**src/rtl/tsp_result_buffer.sv**
```systemverilog
// Credit-managed result FIFO behind the fixed-latency TSP, with a first-word fall-through head.
// Optional push/pop statistics counters are enabled by defining TSP_BUF_STATS_EN.
module tsp_result_buffer #(
    parameter int DWIDTH  = 32,
    parameter int DEPTH   = 8,
    parameter int LATENCY = 3
) (
    input  logic                       clock,
    input  logic                       reset,
    input  logic                       issue_req,
    output logic                       issue_grant,
    input  logic                       res_valid,
    input  logic [DWIDTH-1:0]          res_data,
    output logic                       out_valid,
    output logic [DWIDTH-1:0]          out_data,
    input  logic                       out_ready,
    output logic [$clog2(DEPTH):0]     count,
    output logic [$clog2(DEPTH):0]     inflight,
    output logic                       overflow,
    output logic [31:0]                stat_pushes,
    output logic [31:0]                stat_pops
);
    localparam int AW = $clog2(DEPTH);
    localparam int CW = AW + 1;
    localparam logic [CW-1:0] FULL_CNT = CW'(DEPTH);
    localparam logic [CW:0]   FULL_OCC = (CW+1)'(DEPTH);

    if (DEPTH < 4 || (DEPTH & (DEPTH - 1)) != 0) begin : g_bad_depth
        $error("tsp_result_buffer: DEPTH must be a power of two >= 4");
    end
    if (LATENCY < 1) begin : g_bad_latency
        $error("tsp_result_buffer: LATENCY must be >= 1");
    end

    logic [DWIDTH-1:0] mem [DEPTH];
    logic [AW-1:0]     wr_ptr;
    logic [AW-1:0]     rd_ptr;
    logic [CW-1:0]     count_q;
    logic [CW-1:0]     inflight_q;
    logic              overflow_q;
    logic [CW:0]       occupancy;
    logic              push;
    logic              pop;

    // Credits are judged on registered state only, so a pop this cycle frees nothing yet.
    assign occupancy   = {1'b0, count_q} + {1'b0, inflight_q};
    assign issue_grant = issue_req && !reset && (occupancy < FULL_OCC);

    assign out_valid = (count_q != '0);
    assign out_data  = out_valid ? mem[rd_ptr] : '0;
    assign pop       = out_valid && out_ready;
    assign push      = res_valid && ((count_q < FULL_CNT) || pop);

    assign count    = count_q;
    assign inflight = inflight_q;
    assign overflow = overflow_q;

    always_ff @(posedge clock) begin
        if (reset) begin
            wr_ptr     <= '0;
            rd_ptr     <= '0;
            count_q    <= '0;
            inflight_q <= '0;
            overflow_q <= 1'b0;
        end else begin
            if (push) wr_ptr <= wr_ptr + 1'b1;
            if (pop)  rd_ptr <= rd_ptr + 1'b1;

            if (push && !pop)
                count_q <= count_q + 1'b1;
            else if (pop && !push)
                count_q <= count_q - 1'b1;

            // An unexpected result leaves inflight pinned at zero rather than wrapping.
            if (issue_grant && !res_valid)
                inflight_q <= inflight_q + 1'b1;
            else if (res_valid && !issue_grant && (inflight_q != '0))
                inflight_q <= inflight_q - 1'b1;

            if (res_valid && ((inflight_q == '0) || !push))
                overflow_q <= 1'b1;
        end
    end

    always_ff @(posedge clock) begin
        if (push) mem[wr_ptr] <= res_data;
    end

`ifdef TSP_BUF_STATS_EN
    logic [31:0] pushes_q;
    logic [31:0] pops_q;

    always_ff @(posedge clock) begin
        if (reset) begin
            pushes_q <= '0;
            pops_q   <= '0;
        end else begin
            if (push) pushes_q <= pushes_q + 1'b1;
            if (pop)  pops_q   <= pops_q + 1'b1;
        end
    end

    assign stat_pushes = pushes_q;
    assign stat_pops   = pops_q;
`else
    assign stat_pushes = '0;
    assign stat_pops   = '0;
`endif

endmodule

```
**config.mk**
```make
export PLATFORM = sky130hd
export DESIGN_NAME = tsp_result_buffer
export DESIGN_NICKNAME = d
export VERILOG_FILES = /design/src/rtl/tsp_result_buffer.sv
export SDC_FILE = /design/constraint.sdc
export NUM_CORES = 1
export LEC_CHECK = 0
export ABC_CLOCK_PERIOD_IN_PS = 5700
export CELL_PAD_IN_SITES_DETAIL_PLACEMENT = 1
export CELL_PAD_IN_SITES_GLOBAL_PLACEMENT = 1
export CORE_UTILIZATION = 40
export CTS_CLUSTER_SIZE = 24
export DETAILED_ROUTE_END_ITERATION = 8
export PLACE_DENSITY = 0.69
export SETUP_SLACK_MARGIN = 0.15
export SLEW_MARGIN = 20
export SYNTH_ARGS = -nofsm -noshare
export SYNTH_HDL_FRONTEND = slang
export SYNTH_SLANG_ARGS = --single-unit
export TNS_END_PERCENT = 100
```
**constraint.sdc**
```tcl
create_clock -name clock -period 5.7 [get_ports clock]
set_clock_uncertainty 0.15 [all_clocks]
set_input_delay 1.71 -clock clock [delete_from_list [all_inputs] [get_ports clock]]
set_output_delay 1.71 -clock clock [all_outputs]
set_load 0.01 [all_outputs]
```
After elaboration in Yosys (flattened, before gate mapping)

Memories as Yosys holds them, arrays and structs flattened. A register that Yosys moved wholly into a read port is not among the register bits.
Cells that the tools add are included.

Add/sub/neg operators: 7
Reductions and logical operators: 22
Mux-type cells: 9
Order comparisons: 2

Operators with widths:

| kind                | number |
|---|---|
| $mux 32             | 1 |
| $mux 4              | 4 |
| $logic_and 1x1->1   | 10 |
| $add 4x1->4 const B | 2 |
| $reduce_bool 4->1   | 2 |
| $sub 4x1->4 const B | 2 |
| $add 3x1->3 const B | 2 |
| $mux 3              | 2 |
| $add 4x4->5         | 1 |
| $logic_not 1->1     | 5 |
| $lt 5x4->1 const B  | 1 |
| $logic_not 4->1     | 1 |
| $lt 4x4->1 const B  | 1 |
| $reduce_bool 2->1   | 2 |
| $logic_or 1x1->1    | 2 |
| $mux 1              | 2 |

Output and inout bits: 107
Memories kept: 1
Input port bits: 37
Register bits: 15
Memory bits (writable): 256

Memory list:

| memory | words | width | read ports | clocked after Yosys merged registers in | write ports | line | RTL |
|---|---|---|---|---|---|---|---|
| mem    | 8     | 32    | 1          | 1                                       | 1           | 35   | `logic [DWIDTH-1:0] mem [DEPTH];` |

Longest topological paths before layout

Word-level depth: 8
Mapped depth: 10
Depth with buffers taken out: 10

Least setup slack after synthesis

OpenSTA, ideal clock, no wires.

Path type: in2reg
From: in out_ready
To: mem mem[0][0] (enable)
Cell stages on the path: 4
Slack: 589 ps
Setup time: 461 ps
Path buffers: 0
Data arrival time: 4,500 ps
Cells stage by stage: nand2b_1 > nand2_1 > or2_2 > nor3_1

Word-level cells in the longest chain between the ends: 5

Ends and longest elaborated chain:

| item                         | line | RTL |
|---|---|---|
| start, declared              | 16   | `input logic out_ready,` |
| $logic_and 1x1->1            | 51   | `assign pop = out_valid && out_ready;` |
| $logic_or 1x1->1             | 52   | `assign push = res_valid && ((count_q < FULL_CNT) \|\| pop);` |
| $logic_and 1x1->1            | 52   |  |
| $mux 1                       | 86   | `if (push) mem[wr_ptr] <= res_data;` |
| $mux 1 (not written as such) | 86   |  |
| end, declared                | 35   |  |

No other way between the ends.

Worst setup path in the final report

From: in issue_req
To: out issue_grant

Word-level cells in the longest chain between the ends: 2

Ends and longest elaborated chain:

| item                            | line | RTL |
|---|---|---|
| start, declared                 | 10   | `input logic issue_req,` |
| $logic_and 1x1->1 (2 in series) | 47   | `assign issue_grant = issue_req && !reset && (occupancy < FULL_OCC);` |
| end, declared                   | 11   | `output logic issue_grant,` |

No other way between the ends.

==> flow_metrics.env <==
export IMPL_final_cell_mix="256 x edfxtp_1, 79 x clkdlybuf4s50_1, 64 x mux4_2, 64 x conb_1, 46 x nor2_1"
export IMPL_antenna_found_initial=2
export IMPL_final_util_pct=48.3
export IMPL_pre_cts_ws_ps=677
export IMPL_multi_input_area_um2=2830
export IMPL_grt_pass1_wl_um=34500
export IMPL_r2r_end="count[3]"
export IMPL_cts_buffers=28
export IMPL_final_period_utilization_pct=87.9
export IMPL_ys_async_sr_fraction_pct=0
export IMPL_syn_avg_cell_area_um2=19.2
export IMPL_rr_worst_depth=11
export IMPL_start_util_pct=41.2
export IMPL_wire_per_inst_um=21.0
export IMPL_syn_inst=585
export IMPL_ctsHoldBuffers=0
export IMPL_power_leakage_nw=4.26
export IMPL_drt_wl_total_um=22600
export IMPL_placed_cells=1025
export IMPL_power_frac_seq_pct=43.5
export IMPL_drive_above_1_share_pct=19.7
export IMPL_tritoncts="yes"
export IMPL_cts_root_buffer="clkbuf_16"
export IMPL_globalRouteTotalUtil_pct=16.1
export IMPL_drt_iter0_drc=287
export IMPL_final_common_cell="edfxtp_1"
export IMPL_maxCapViolations=0
export IMPL_io_pins=144
export IMPL_ir_drop_v=0.000228
export IMPL_clk_insertion_delay_late_ps=530
export IMPL_path_common_cell="clkdlybuf4s50_1"
export IMPL_min_period_ps=5010
export IMPL_internal_power_w=0.00414
export IMPL_clock_path_buffers=3
export IMPL_slew_viol_final=0
export IMPL_postCtsSetupBuffers=0
export IMPL_rsz0062_at_grt="false"
export IMPL_hold_viol_final=0
export IMPL_crit_chain="clkdlybuf4s50_1 -> nor3b_2 -> and3_2 -> clkdlybuf4s50_1"
export IMPL_cpPeakStageDelay_ps=530
export IMPL_ys_flop_type="edfxtp_1"
export IMPL_io_buffers=79
export IMPL_num_vias=5384
export IMPL_cts_resized_gates=0
export IMPL_synth_edf_count=256
export IMPL_fin_tns_setup_ps=0
export IMPL_path_clk_slew_ps=60
export IMPL_ys_ff_latch=274
export IMPL_fp_dieArea_um2=28700
export IMPL_crit_end="issue_grant"
export IMPL_hold_class="register to register"
export IMPL_comb_power_share_pct=26.3
export IMPL_path_class="input port to output port"
export IMPL_crit_path_start="issue_req"
export IMPL_grt_pass1_vias=5794
export IMPL_drt_pass1_iterations=4
export IMPL_ys_warn_count=0
export IMPL_pwr_share_clk_pct=30.2
export IMPL_synth_area_top_cells="edfxtp_1 69%, mux4_2 13%, buf_4 4.8%"
export IMPL_arrival_ps=3150
export IMPL_gp_congestion=0.718
export IMPL_reg2reg_from="count[0]"
export IMPL_cp_required_ps=3840
export IMPL_cp_start_kind="input port"
export IMPL_fill_cells=2538
export IMPL_crit_slowest_cell="clkdlybuf4s50_1"
export IMPL_crit_fanout=3
export IMPL_outcome="finished clean"
export IMPL_die_width_um=169
export IMPL_ant_nets=0
export IMPL_nets=732
export IMPL_num_rows=60
export IMPL_fin_ws_ps=689
export IMPL_syn_to_final_growth_pct=17.3
export IMPL_cts_max_level=1
export IMPL_syn_cell_area_um2=11200
export IMPL_yosys_area_top_type="edfxtp_1"
export IMPL_cts_sinks=274
export IMPL_synth_distinct_cells=37
export IMPL_core_um2=27300
export IMPL_grt_max_degree=65
export IMPL_p_switching_w=0.00158
export IMPL_viasPerCell=5.00
export IMPL_grt_overflow_total=0
export IMPL_die_h_um=169
export IMPL_netlist_area_leader_share_pct=68.5
export IMPL_setup_viol=0
export IMPL_whs_ps=328
export IMPL_switching_share_pct=27.7
export IMPL_slew_headroom_pct=32.9
export IMPL_finalNonFillerCells=1077
export IMPL_fmax_mhz=200
export IMPL_dp_hpwl_um=12900
export IMPL_synth_seq_area_share_pct=71.7
export IMPL_drcViolationCount=0
export IMPL_power_density_nw_per_um2=435
export IMPL_worst_slew_pin_slew_ps=1010
export IMPL_reg2reg_slack_ps=2380
export IMPL_hold_depth=2
export IMPL_seq_area_um2=8060
export IMPL_crit_path_end_kind="output port"
==> Yosys cell counts (4+ instances only) <==
cell,number
a21oi_1,7
mux4_2,64
nand2b_1,5
nor2_1,52
buf_2,9
edfxtp_1,256
clkbuf_1,7
nor3_1,4
nand3_1,5
buf_4,71
ha_1,10
mux2i_1,36
nand2_1,6
xor2_1,4
dfxtp_1,18
inv_1,4
==> flip-flops by register name, indices dropped and copies added, names as in the netlist, named ones only <==
signal and flops:
mem 256, overflow 1, wr_ptr 3, inflight 4, rd_ptr 3, count 4
==> area by class of cell <==
class | instances | share of cell area [%]
Clock inverter | 19 | 1.21
Antenna cell | 1 | 0.0190
Multi-Input combinational cell | 281 | 21.5
Timing Repair Buffer | 94 | 6.96
Clock buffer | 32 | 5.44
Inverter | 4 | 0.114
Tap cell | 372 | 3.54
Sequential cell | 274 | 61.2
==> worst min path at each step <==
stage / startpoint / endpoint / slack [ps]
6_report: overflow / overflow / 330
5_1_grt: overflow / overflow / 360
4_1_cts: overflow / overflow / 330
3_5_place_dp: overflow / overflow / 320
3_3_place_gp: overflow / overflow / 310
2_1_floorplan: rd_ptr[1] / register / 300
==> metrics by stage <==
stage / power [W] / instance area (um2)
after floorplan: 0.00346 / 11500
after global placement: 0.00403 / 12300
after detailed placement: 0.00407 / 12300
after CTS: 0.00582 / 13200
after global routing: 0.00598 / 13200
final: 0.00572 / 13200
==> metal layers <==
layer  GRT usage, %  wire length (um)
met2           28.4             11400
met4           4.03               352
met3           2.92              1070
met1           20.6              9720
met5              0                11
==> logic make-up after synthesis <==
kind of cell,after synthesis,synth area share (%)
DFF,274,71.7
muxes,102,16.3
buffers and inverters,93,5.60
and+or+nand+nor,82,3.49
AOI/OAI and AO/OA,15,0.926
adders and majority gates,12,1.47
xor gates and xnor gates,6,0.468
other,1,0.0334
==> worst max-delay path, delay by kind of cell <==
kind / cells / cell delay, ps
buffers and inverters: 2 / 980
and+or+nand+nor: 2 / 470
==> power by group through the flow <==
stage	sequential [W]	clock (W)	combinational [W]
after floorplan	0.00242	0	0.00105
after global placement	0.00253	0	0.00150
after detailed placement	0.00254	0	0.00153
after CTS	0.00250	0.00177	0.00154
after global routing	0.00252	0.00183	0.00164
final	0.00249	0.00173	0.00151
(Power assumes the default switching activity.)
